<file path="src/rtl/uart_pkg.sv">
// Shared UART definitions used by the receive and transmit cores.
package uart_pkg;

    typedef enum logic [1:0] {
        StIdle,
        StStart,
        StData,
        StStop
    } uart_state_t;

    localparam int unsigned UART_BAUD_DIV = 434;
    localparam int unsigned UART_DATA_W   = 8;
    localparam int unsigned UART_CNT_W    = 13;

endpackage

</file>
<file path="src/rtl/uart_rx_core_if.sv">
// Parallel-side and pin-side signals of the UART receiver.
interface uart_rx_core_if;

    logic                             rx;
    logic [uart_pkg::UART_DATA_W-1:0] data_out;
    logic                             data_valid;
    logic                             frame_err;
    logic                             busy;

    // Master drives the serial line and consumes received bytes
    modport master (
        output rx,
        input  data_out,
        input  data_valid,
        input  frame_err,
        input  busy
    );

    // Slave is the receiver itself
    modport slave (
        input  rx,
        output data_out,
        output data_valid,
        output frame_err,
        output busy
    );

endinterface

</file>
<file path="src/rtl/uart_sync.sv">
// Two-flop synchronizer for an asynchronous single-bit input.
module uart_sync #(
    parameter logic RESET_VAL = 1'b1
) (
    input  logic clk,
    input  logic rst,
    input  logic i_d,
    output logic o_q
);

    logic r_meta;
    logic r_sync;

    // Both stages reset to the idle level so no false edge appears after reset
    always_ff @(posedge clk or posedge rst) begin
        if (rst) begin
            r_meta <= RESET_VAL;
            r_sync <= RESET_VAL;
        end else begin
            r_meta <= i_d;
            r_sync <= r_meta;
        end
    end

    assign o_q = r_sync;

endmodule

</file>
<file path="src/rtl/uart_rx_core.sv">
// 8N1 UART receiver: start-edge detect, mid-bit sampling, LSB-first assembly.
module uart_rx_core
    import uart_pkg::*;
#(
    parameter int unsigned BAUD_DIV = UART_BAUD_DIV,  // bit period is BAUD_DIV+1 clocks, >= 4
    parameter int unsigned HALF_DIV = BAUD_DIV / 2
) (
    input  logic           clk,
    input  logic           rst,
    uart_rx_core_if.slave  bus
);

    localparam logic [UART_CNT_W-1:0] BaudEnd = UART_CNT_W'(BAUD_DIV);
    localparam logic [UART_CNT_W-1:0] HalfEnd = UART_CNT_W'(HALF_DIV);
    localparam logic [3:0]            LastBit = 4'(UART_DATA_W - 1);

    logic                   w_rx_s;
    logic                   r_rx_prev;
    uart_state_t            r_state,    w_state_nxt;
    logic [UART_CNT_W-1:0]  r_baud_cnt, w_baud_cnt_nxt;
    logic [3:0]             r_bit_idx,  w_bit_idx_nxt;
    logic [UART_DATA_W-1:0] r_shift,    w_shift_nxt;
    logic [UART_DATA_W-1:0] r_data,     w_data_nxt;
    logic                   r_valid,    w_valid_nxt;
    logic                   r_ferr,     w_ferr_nxt;

    uart_sync #(
        .RESET_VAL (1'b1)
    ) u_sync (
        .clk (clk),
        .rst (rst),
        .i_d (bus.rx),
        .o_q (w_rx_s)
    );

    // Delayed copy of the synchronized line for falling-edge detection
    always_ff @(posedge clk or posedge rst) begin
        if (rst) begin
            r_rx_prev <= 1'b1;
        end else begin
            r_rx_prev <= w_rx_s;
        end
    end

    // State, counters, shift register and output registers
    always_ff @(posedge clk or posedge rst) begin
        if (rst) begin
            r_state    <= StIdle;
            r_baud_cnt <= '0;
            r_bit_idx  <= '0;
            r_shift    <= '0;
            r_data     <= '0;
            r_valid    <= 1'b0;
            r_ferr     <= 1'b0;
        end else begin
            r_state    <= w_state_nxt;
            r_baud_cnt <= w_baud_cnt_nxt;
            r_bit_idx  <= w_bit_idx_nxt;
            r_shift    <= w_shift_nxt;
            r_data     <= w_data_nxt;
            r_valid    <= w_valid_nxt;
            r_ferr     <= w_ferr_nxt;
        end
    end

    // Next-state logic: sample at mid-bit, strobes are single-cycle by default
    always_comb begin
        w_state_nxt    = r_state;
        w_baud_cnt_nxt = r_baud_cnt;
        w_bit_idx_nxt  = r_bit_idx;
        w_shift_nxt    = r_shift;
        w_data_nxt     = r_data;
        w_valid_nxt    = 1'b0;
        w_ferr_nxt     = 1'b0;

        unique case (r_state)
            StIdle: begin
                w_baud_cnt_nxt = '0;
                // Needs a real 1->0 transition; a line stuck low never re-triggers
                if (r_rx_prev && !w_rx_s) begin
                    w_state_nxt = StStart;
                end
            end
            StStart: begin
                if (r_baud_cnt == HalfEnd) begin
                    w_baud_cnt_nxt = '0;
                    if (w_rx_s) begin
                        w_state_nxt = StIdle;  // glitch, not a start bit
                    end else begin
                        w_bit_idx_nxt = '0;
                        w_state_nxt   = StData;
                    end
                end else begin
                    w_baud_cnt_nxt = r_baud_cnt + 1'b1;
                end
            end
            StData: begin
                if (r_baud_cnt == BaudEnd) begin
                    w_shift_nxt    = {w_rx_s, r_shift[UART_DATA_W-1:1]};
                    w_bit_idx_nxt  = r_bit_idx + 1'b1;
                    w_baud_cnt_nxt = '0;
                    if (r_bit_idx == LastBit) begin
                        w_state_nxt = StStop;
                    end
                end else begin
                    w_baud_cnt_nxt = r_baud_cnt + 1'b1;
                end
            end
            StStop: begin
                if (r_baud_cnt == BaudEnd) begin
                    // Back to idle at mid-stop so the next start edge is not missed
                    w_baud_cnt_nxt = '0;
                    w_state_nxt    = StIdle;
                    if (w_rx_s) begin
                        w_data_nxt  = r_shift;
                        w_valid_nxt = 1'b1;
                    end else begin
                        w_ferr_nxt = 1'b1;
                    end
                end else begin
                    w_baud_cnt_nxt = r_baud_cnt + 1'b1;
                end
            end
            default: begin
                w_state_nxt = StIdle;
            end
        endcase
    end

    assign bus.data_out   = r_data;
    assign bus.data_valid = r_valid;
    assign bus.frame_err  = r_ferr;
    assign bus.busy       = (r_state != StIdle);

endmodule

</file>
<file path="src/flat_wrapper.sv">
// flat-port wrapper written by rule: the top's interface ports become plain ports
module uart_rx_core_flat import uart_pkg::*;
#(
    parameter int unsigned BAUD_DIV = UART_BAUD_DIV,                                          
    parameter int unsigned HALF_DIV = BAUD_DIV / 2
)
  (clk, rst, bus_rx, bus_data_out, bus_data_valid, bus_frame_err, bus_busy);
  uart_rx_core_if bus_i ();
  input  logic clk;
  input  logic rst;
  input wire logic [$bits(bus_i.rx)-1:0] bus_rx;
  output wire logic [$bits(bus_i.data_out)-1:0] bus_data_out;
  output wire logic [$bits(bus_i.data_valid)-1:0] bus_data_valid;
  output wire logic [$bits(bus_i.frame_err)-1:0] bus_frame_err;
  output wire logic [$bits(bus_i.busy)-1:0] bus_busy;
  assign bus_i.rx = bus_rx;
  assign bus_data_out = bus_i.data_out;
  assign bus_data_valid = bus_i.data_valid;
  assign bus_frame_err = bus_i.frame_err;
  assign bus_busy = bus_i.busy;
  uart_rx_core #(.BAUD_DIV(BAUD_DIV), .HALF_DIV(HALF_DIV)) u_core (.clk(clk), .rst(rst), .bus(bus_i));
endmodule
</file>
<file path="config.mk">
export PLATFORM = sky130hd
export DESIGN_NAME = uart_rx_core_flat
export DESIGN_NICKNAME = d
export VERILOG_FILES = /design/src/rtl/uart_pkg.sv /design/src/rtl/uart_rx_core_if.sv /design/src/rtl/uart_sync.sv /design/src/rtl/uart_rx_core.sv /design/src/flat_wrapper.sv
export SDC_FILE = /design/constraint.sdc
export NUM_CORES = 1
export LEC_CHECK = 0
export CAP_MARGIN = 40
export CORE_UTILIZATION = 57
export DETAILED_ROUTE_END_ITERATION = 8
export GPL_TIMING_DRIVEN = 1
export PLACE_DENSITY = 0.78
export SLEW_MARGIN = 20
export SYNTH_ARGS = -nofsm -noshare
export SYNTH_HDL_FRONTEND = slang
export SYNTH_HIERARCHICAL = 1
export SYNTH_SLANG_ARGS = --single-unit
</file>
<file path="constraint.sdc">
create_clock -name clk -period 2.3 [get_ports clk]
set_clock_uncertainty 0.15 [all_clocks]
set_input_delay 0.46 -clock clk [delete_from_list [all_inputs] [get_ports clk]]
set_output_delay 0.46 -clock clk [all_outputs]
set_load 0.05 [all_outputs]
</file>
=== Word-level counts from Yosys, hierarchy flattened ===
Index checks and enable logic that the tools add are counted.

* Flip-flop bits (word level): 40
* Bits of input ports: 3
* Output and inout port bits: 11

* $add $sub $neg: 2
* Multiplexer cells: 20
* Equal/unequal tests: 12
* Reductions and logical operators: 10

{| class="wikitable"
|+ Operator list
! operator !! number
|-
| $pmux 13 s3 || 1
|-
| $mux 13 || 2
|-
| $add 13x1->13 const B || 1
|-
| $eq 13x8->1 const B || 1
|-
| $eq 13x9->1 const B || 1
|-
| $mux 2 || 6
|-
| $mux 4 || 3
|-
| $ne 2x1->1 const B || 5
|-
| $pmux 2 s4 || 1
|-
| $pmux 4 s2 || 1
|-
| $mux 1 || 6
|-
| $reduce_and 5->1 || 1
|-
| $add 4x1->4 const B || 1
|-
| $eq 2x2->1 const B || 2
|-
| $eq 4x3->1 const B || 1
|-
| $reduce_and 4->1 || 1
|-
| $reduce_bool 2->1 || 2
|-
| $reduce_and 3->1 || 1
|-
| $eq 2x1->1 const B || 1
|-
| $logic_not 2->1 || 1
|-
| $ne 2x2->1 const B || 1
|-
| $reduce_and 2->1 || 1
|-
| $reduce_or 2->1 || 1
|-
| $logic_and 1x1->1 || 1
|-
| $logic_not 1->1 || 1
|}

=== Longest topological paths before layout ===
Gate-level depths: netlist (run 1).

* Depth after elaboration: 4
* Mapped depth: 7
* Gate-level depth less buffers: 6

=== Modules after synthesis ===
Netlist (run 1), hierarchy kept.

{| class="wikitable"
|+ Modules (own cells, without submodules)
! module !! times used !! area an instance (um^2) !! cells an instance !! seq. area each (um^2)
|-
| uart_rx_core || 1 || 1793.0 || 166 || 952.2
|-
| uart_sync || 1 || 56.3 || 3 || 52.6
|}

=== Worst setup path after synthesis (run 1) ===
Ideal clock, no wire load.

* Path kind: register -> register
* Start point: register u_core.r_baud_cnt[0]
* End point: register u_core.r_data[0], in the netlist u_core/bus.data_out[0]
* Stages on the path, launching flop included: 8
* Slack: 0.340 ns
* Path buffers: 1
* Arrival: 1.685 ns
* Library setup time: 0.125 ns
* Clock period less this slack: 1.960 ns
* Cell sequence: dfrtp_1 -> inv_1 -> ha_1 -> and4bb_1 -> and4_4 -> and4_4 -> buf_12 -> mux2_4

* Longest elaborated chain between the ends: 2

{| class="wikitable"
|+ Ends and longest elaborated chain
! item !! RTL line !! source
|-
| from (decl) || uart_rx_core.sv:20 || <nowiki>logic [UART_CNT_W-1:0] r_baud_cnt, w_baud_cnt_nxt;</nowiki>
|-
| from (signal assigned) || uart_rx_core.sv:57 || <nowiki>r_baud_cnt <= w_baud_cnt_nxt;</nowiki>
|-
| $eq 13x9->1 || uart_rx_core.sv:110 || <nowiki>if (r_baud_cnt == BaudEnd) begin</nowiki>
|-
| $reduce_and 3->1 (no source line) || n/a ||
|-
| to (signal assigned) || uart_rx_core.sv:60 || <nowiki>r_data <= w_data_nxt;</nowiki>
|-
| to (decl) || uart_rx_core.sv:23 || <nowiki>logic [UART_DATA_W-1:0] r_data, w_data_nxt;</nowiki>
|}

No other way between the ends.
A chain may end at the register's enable or synchronous reset.

=== Final worst setup path (run 1) ===
* Start point: register u_core.r_data[1], in the netlist u_core/bus.data_out[1]
* End point: output port bus_data_out[1]

{| class="wikitable"
|+ RTL lines
! item !! RTL line !! source
|-
| to (decl) || flat_wrapper.sv:12 || <nowiki>output wire logic [$bits(bus_i.data_out)-1:0] bus_data_out;</nowiki>
|}

No word-level cell between the ends.

==> qor.yml, run 1 <==
hold_path:
  worstHoldStart: "u_core/u_sync/r_meta$_DFF_PP1_"
  min_to: "u_core/u_sync/o_q$_DFF_PP1_"
  hp-class: "reg -> reg"
  min_path_cells: 0
timing:
  period_needed_ps: 2130
  maxSlewHeadroom: 0.668
  finalCritPeriodShare: 0.928
  finalSetupTns_ps: 0
  drv_slew: 0
  timing.fmax_mhz: 468
  rsz0062_at_grt: "no"
  finalSetupViolCount: 0
  hold_violations: 0
  holdWs_ps: 220
  worst_pin_slew_ps: 497
worst_setup_path:
  cp_slowest_cell: "clkdlybuf4s50_1"
  arrival_ps: 1520
  cp.buffers_inverters: 1
  path_cells: "clkdlybuf4s50_1"
  criticalPathCategory: "reg -> out"
  crit_path_end_kind: "primary output"
  path_delay_family: "buffers and inverters"
  cpPeakStageDelay_ps: 800
  reg2reg_from: "u_core/r_baud_cnt[0]$_DFF_PP0_"
  r2r_end: "u_core/bus.data_out[7]$_DFFE_PP0P_"
  path_max_fanout: 2
  ff2ff_setup_slack_ps: 240
  cp-start-kind: "flip-flop"
  cp.required_ps: 1690
  reg2reg_depth: 6
detailed_routing:
  vias_per_cell: 5.54
  first_pass_iters: 4
  vias: 1291
  post-route-drc-count: 0
  first_iter_violations: 49
  ant_nets: 0
  wl_microns: 3130
  wl_per_cell_microns: 13.4
layout:
  fillCellCount: 249
  drive_gt1_frac: 0.143
  syn2layout_area_growth_pct: 12.7
  regArea_sq_um: 1000
  final_cell_mix: "37 x dfrtp_1, 28 x nand2_1, 17 x nor2_1"
  stdcell_area_sq_um: 2080
  multi_input_area_sq_um: 773
  diodes: 0
  nets: 195
  final_common_cell: "dfrtp_1"
die:
  core_area_sq_um: 3080
  row_count: 20
  initial_core_util: 0.601
  dieHeight_microns: 59.0
  dieWidth_microns: 59.0
  dieArea_sq_um: 3480
  num_io_pins: 14
synthesis:
  ys_top_cells_by_area: "dfrtp_1 50%, mux2_4 6.5%, nand2_1 5.7%"
  syn_inst: 169
  synth_seq_area_share: 0.543
  yosysWarningCount: 6
  synthArstFlopShare: 1.00
  syn_avg_cell_area_sq_um: 10.9
  synth-seq-cells: 40
  ys.flop_type: "dfrtp_1"
  synth_edf_count: 0
  synth.largest_area_cell: "dfrtp_1"
  synth_nets: 176
  synth_top_area_frac: 0.501
  synth_cell_types: 37
  synth_area_sq_um: 1850
grt:
  grt-ovfl-total: 0
  grt_max_degree: 39
  antenna_found_initial: 0
  grt_pass1_wl_microns: 5340
  gr-usage-all-layers: 0.211
  grt_pass1_vias: 1195
place:
  gp_congestion: 0.850
  port_buffers: 13
  dpl.hpwl_microns: 2290
  placed_cell_area_sq_um: 2020
pwr:
  power.leakage_nw: 0.963
  power_mw: 1.47
  power.density_nw_per_um2: 704
  peakVddDrop_mv: 0.427
clock_network:
  clockBufferDepth: 2
  path_clk_slew_ps: 110
  cts.sinks: 40
  h-tree-depth: 2
  hold_buffers: 0
  cts-buffers-inserted: 5
  cts_root_buf: "clkbuf_4"
  cts_tree: "yes"
  post_cts_buffers: 0
  cts_resized: 0
  clock_latency_ps: 340
outcome:
  status: "completed"
flow_run:
  maxCapViolCount: 0
power by group:
part / internal (mW) / switching (mW)
Combinational: 0.112 / 0.194
Clock: 0.151 / 0.206
Sequential: 0.748 / 0.0540
logic make-up after synthesis:
logic type / after synthesis / synth area share
xor gates and xnor gates: 11 / 0.0521
DFF: 40 / 0.543
AOI/OAI and AO/OA: 13 / 0.0521
and+or+nand+nor: 77 / 0.210
buffers and inverters: 14 / 0.0386
adders and majority gates: 4 / 0.0271
muxes: 10 / 0.0771
metal layers:
| layer | track usage | vias to the layer above | wire length, microns |
|---|---|---|---|
| met2 | 0.334 | 36 | 1550 |
| met3 | 0.0659 | 6 | 133 |
| li1 | - | 613 | - |
| met4 | 0.0986 | 0 | 52 |
| met5 | 0 | - | 0 |
| met1 | 0.263 | 636 | 1390 |
cell usage after synthesis (3+ instances only):
library cell,count
nand2_1,28
nor4_1,3
mux2_4,8
ha_1,4
nor2_1,17
nand3_1,8
xnor2_1,9
dfrtp_1,37
dfstp_2,3
inv_1,9
nand4_1,3
a21oi_1,4
nor3_1,4
state kept, by name, summed over array words and instances, names as in the netlist, named ones only:
register and flops:
u_core/r_rx_prev 1, u_core/u_sync/r_meta 1, u_core/r_bit_idx 4, u_core/r_shift 8, u_core/bus.frame_err 1, u_core/u_sync/o_q 1
u_core/r_state 1, u_core/bus.data_valid 1, u_core/bus.data_out 8, u_core/r_baud_cnt 13
worst max-delay path by stage:
stage                                    endpoint  slack [ps]  cells past startpoint                                from
2_1_floorplan  u_core/bus.data_out[0]$_DFFE_PP0P_         340                      7      u_core/r_baud_cnt[0]$_DFF_PP0_
3_3_place_gp   u_core/bus.data_out[5]$_DFFE_PP0P_         310                      6      u_core/r_baud_cnt[0]$_DFF_PP0_
3_5_place_dp   u_core/bus.data_out[7]$_DFFE_PP0P_         250                      6      u_core/r_baud_cnt[0]$_DFF_PP0_
4_1_cts                           bus_data_out[1]         140                      1  u_core/bus.data_out[1]$_DFFE_PP0P_
5_1_grt                           bus_data_out[1]         100                      1  u_core/bus.data_out[1]$_DFFE_PP0P_
6_report                          bus_data_out[1]         170                      1  u_core/bus.data_out[1]$_DFFE_PP0P_
stage by stage:
stage	std cells	worst slack, ps	util
final	233	165	0.677
after global routing	233	98.1	0.677
after CTS	233	145	0.677
after detailed placement	225	245	0.658
after global placement	225	307	0.658
after floorplan	169	340	-
area by class of cell:
class                           count  share of cell area
Sequential cell                    40               0.482
Multi-Input combinational cell    115               0.371
Timing Repair Buffer               17              0.0757
Clock buffer                        8              0.0282
Tap cell                           44              0.0264
Inverter                            9              0.0162
(Power assumes the default switching activity.)
==> run 2, diff against run 1 <==
- PLACE_DENSITY: 0.78 -> 0.79
==> qor.yml, run 2 (synthesized netlist as in run 1, its figures left out) <==
place:
  placed_cells: 225  # unchanged
  preCtsSetupSlack_ps: 226  # -19.1 ps
  port_buffers: 13  # unchanged
  dpl.hpwl_microns: 2250  # -1.8%
  gp_congestion: 0.852  # +0.24%
clock_network:
  hold_buffers: 0  # unchanged
  cts_root_buf: "clkbuf_4"
  clockBufferDepth: 2  # unchanged
  path_clk_slew_ps: 110  # about the same
  h-tree-depth: 2  # unchanged
  clock_latency_ps: 350  # about the same
  cts_tree: "yes"
  cts.sinks: 40  # unchanged
  cts_resized: 0  # unchanged
  post_cts_buffers: 0  # unchanged
  cts-buffers-inserted: 5  # unchanged
worst_setup_path:
  cpPeakStageDelay_ps: 810  # about the same
  cp.required_ps: 1690  # about the same
  ff2ff_setup_slack_ps: 210  # -30 ps
  cp_slowest_cell: "clkdlybuf4s50_1"
  cp.buffers_inverters: 1  # unchanged
  cp-start-kind: "flip-flop"
  path_max_fanout: 2  # unchanged
  reg2reg_from: "u_core/r_baud_cnt[0]$_DFF_PP0_"
  reg2reg_depth: 6  # unchanged
  r2r_end: "u_core/bus.data_out[6]$_DFFE_PP0P_"
  path_delay_family: "buffers and inverters"
  arrival_ps: 1540  # +20 ps
  crit_path_end_kind: "primary output"
  criticalPathCategory: "reg -> out"
  path_cells: "clkdlybuf4s50_1"
die:
  num_io_pins: 14  # unchanged
  dieWidth_microns: 59.0  # unchanged
  dieArea_sq_um: 3480  # unchanged
  dieHeight_microns: 59.0  # unchanged
  row_count: 20  # unchanged
  core_area_sq_um: 3080  # unchanged
  initial_core_util: 0.601  # unchanged
timing:
  finalSetupViolCount: 0  # unchanged
  period_needed_ps: 2150  # +19.7 ps
  drv_slew: 0  # unchanged
  worst_slack_ps: 145  # -19.7 ps
  timing.fmax_mhz: 464  # -0.92%
  hold_violations: 0  # unchanged
  worst_pin_slew_ps: 500  # +2.98 ps
  finalCritPeriodShare: 0.937  # +0.00858
  finalSetupTns_ps: 0  # unchanged
  maxSlewHeadroom: 0.666  # -0.00199
  rsz0062_at_grt: "no"
detailed_routing:
  first_iter_violations: 40  # -18%
  first_pass_iters: 6  # +2
  wl_microns: 3170  # +1.2%
  wl_per_cell_microns: 13.6  # +1.2%
  vias: 1266  # -1.9%
  vias_per_cell: 5.43  # -1.9%
  ant_nets: 0  # unchanged
  post-route-drc-count: 0  # unchanged
hold_path:
  min_to: "u_core/u_sync/o_q$_DFF_PP1_"
  hp-class: "reg -> reg"
  worstHoldStart: "u_core/u_sync/r_meta$_DFF_PP1_"
  min_path_cells: 0  # unchanged
layout:
  fillCellCount: 231  # -7.2%
  nets: 195  # unchanged
  drive_gt1_frac: 0.153  # +0.0106
  final_cell_mix: "37 x dfrtp_1, 28 x nand2_1, 17 x nor2_1"
  diodes: 0  # unchanged
  largest_register_ff_count: 13  # unchanged
  multi_input_area_sq_um: 773  # unchanged
  regMostFlops: "u_core/r_baud_cnt"
  instances_no_fill: 233  # unchanged
  syn2layout_area_growth_pct: 14.6
  fin_util: 0.689  # +0.0118
  regArea_sq_um: 1000  # unchanged
  final_common_cell: "dfrtp_1"
pwr:
  intPower_mw: 1.15  # +14%
  comb_power_share: 0.189  # -0.020
  switching_power_uw: 465  # +2.4%
  peakVddDrop_mv: 0.638  # +49%
  power.leakage_nw: 0.982  # +2.0%
  power_frac_seq: 0.495  # -0.052
  power.density_nw_per_um2: 762  # +8.3%
  swShare: 0.288  # -0.0221
  p_clk_frac: 0.316  # +0.072
grt:
  grt_pass1_wl_microns: 5380  # +0.66%
  grt-ovfl-total: 0  # unchanged
  grt_pass1_vias: 1252  # +4.8%
  antenna_found_initial: 0  # unchanged
  gr-usage-all-layers: 0.217  # +0.00617
  grt_max_degree: 39  # unchanged
outcome:
  status: "completed"
flow_run:
  maxCapViolCount: 0  # unchanged
[run 2: how the worst max path moves through the flow]
stage,from,to,cells past startpoint
2_1_floorplan,u_core/r_baud_cnt[0]$_DFF_PP0_,u_core/bus.data_out[0]$_DFFE_PP0P_,7
3_3_place_gp,u_core/r_baud_cnt[0]$_DFF_PP0_,u_core/bus.data_out[0]$_DFFE_PP0P_,6
3_5_place_dp,u_core/r_baud_cnt[0]$_DFF_PP0_,u_core/bus.data_out[6]$_DFFE_PP0P_,6
4_1_cts,u_core/bus.data_out[6]$_DFFE_PP0P_,bus_data_out[6],1
5_1_grt,u_core/bus.data_out[6]$_DFFE_PP0P_,bus_data_out[6],1
6_report,u_core/bus.data_out[6]$_DFFE_PP0P_,bus_data_out[6],1
[run 2: per-stage QoR]
stage / area, sq um / power, mW / hold slack [ps]
final: 2120 / 1.62 / 214
after global routing: 2120 / 1.69 / 225
after CTS: 2120 / 1.64 / 218
after detailed placement: 2020 / 1.12 / 200
after global placement: 2020 / 1.11 / 199
after floorplan: 1850 / 1.03 / 195
[run 2: cell type report]
class / instances / share of cell area
inverter: 9 / 0.0159
tap: 44 / 0.0260
sequential: 40 / 0.474
timing repair buffer: 17 / 0.0744
multi-input combinational: 115 / 0.365
clock buffer: 7 / 0.0307
clock inverter: 1 / 0.0142
[run 2: per-layer routing]
metal	track usage	wire length (microns)
met1	0.249	1410
met4	0.116	71
met3	0.0725	109
met5	0	0
met2	0.359	1570
[run 2: power by group through the flow]
stage | clock network [mW] | registers [mW] | logic [mW]
floorplan | 0 | 0.801 | 0.227
global placement | 0 | 0.812 | 0.297
detailed placement | 0 | 0.814 | 0.307
CTS | 0.528 | 0.800 | 0.308
global route | 0.547 | 0.810 | 0.337
finish | 0.510 | 0.800 | 0.306
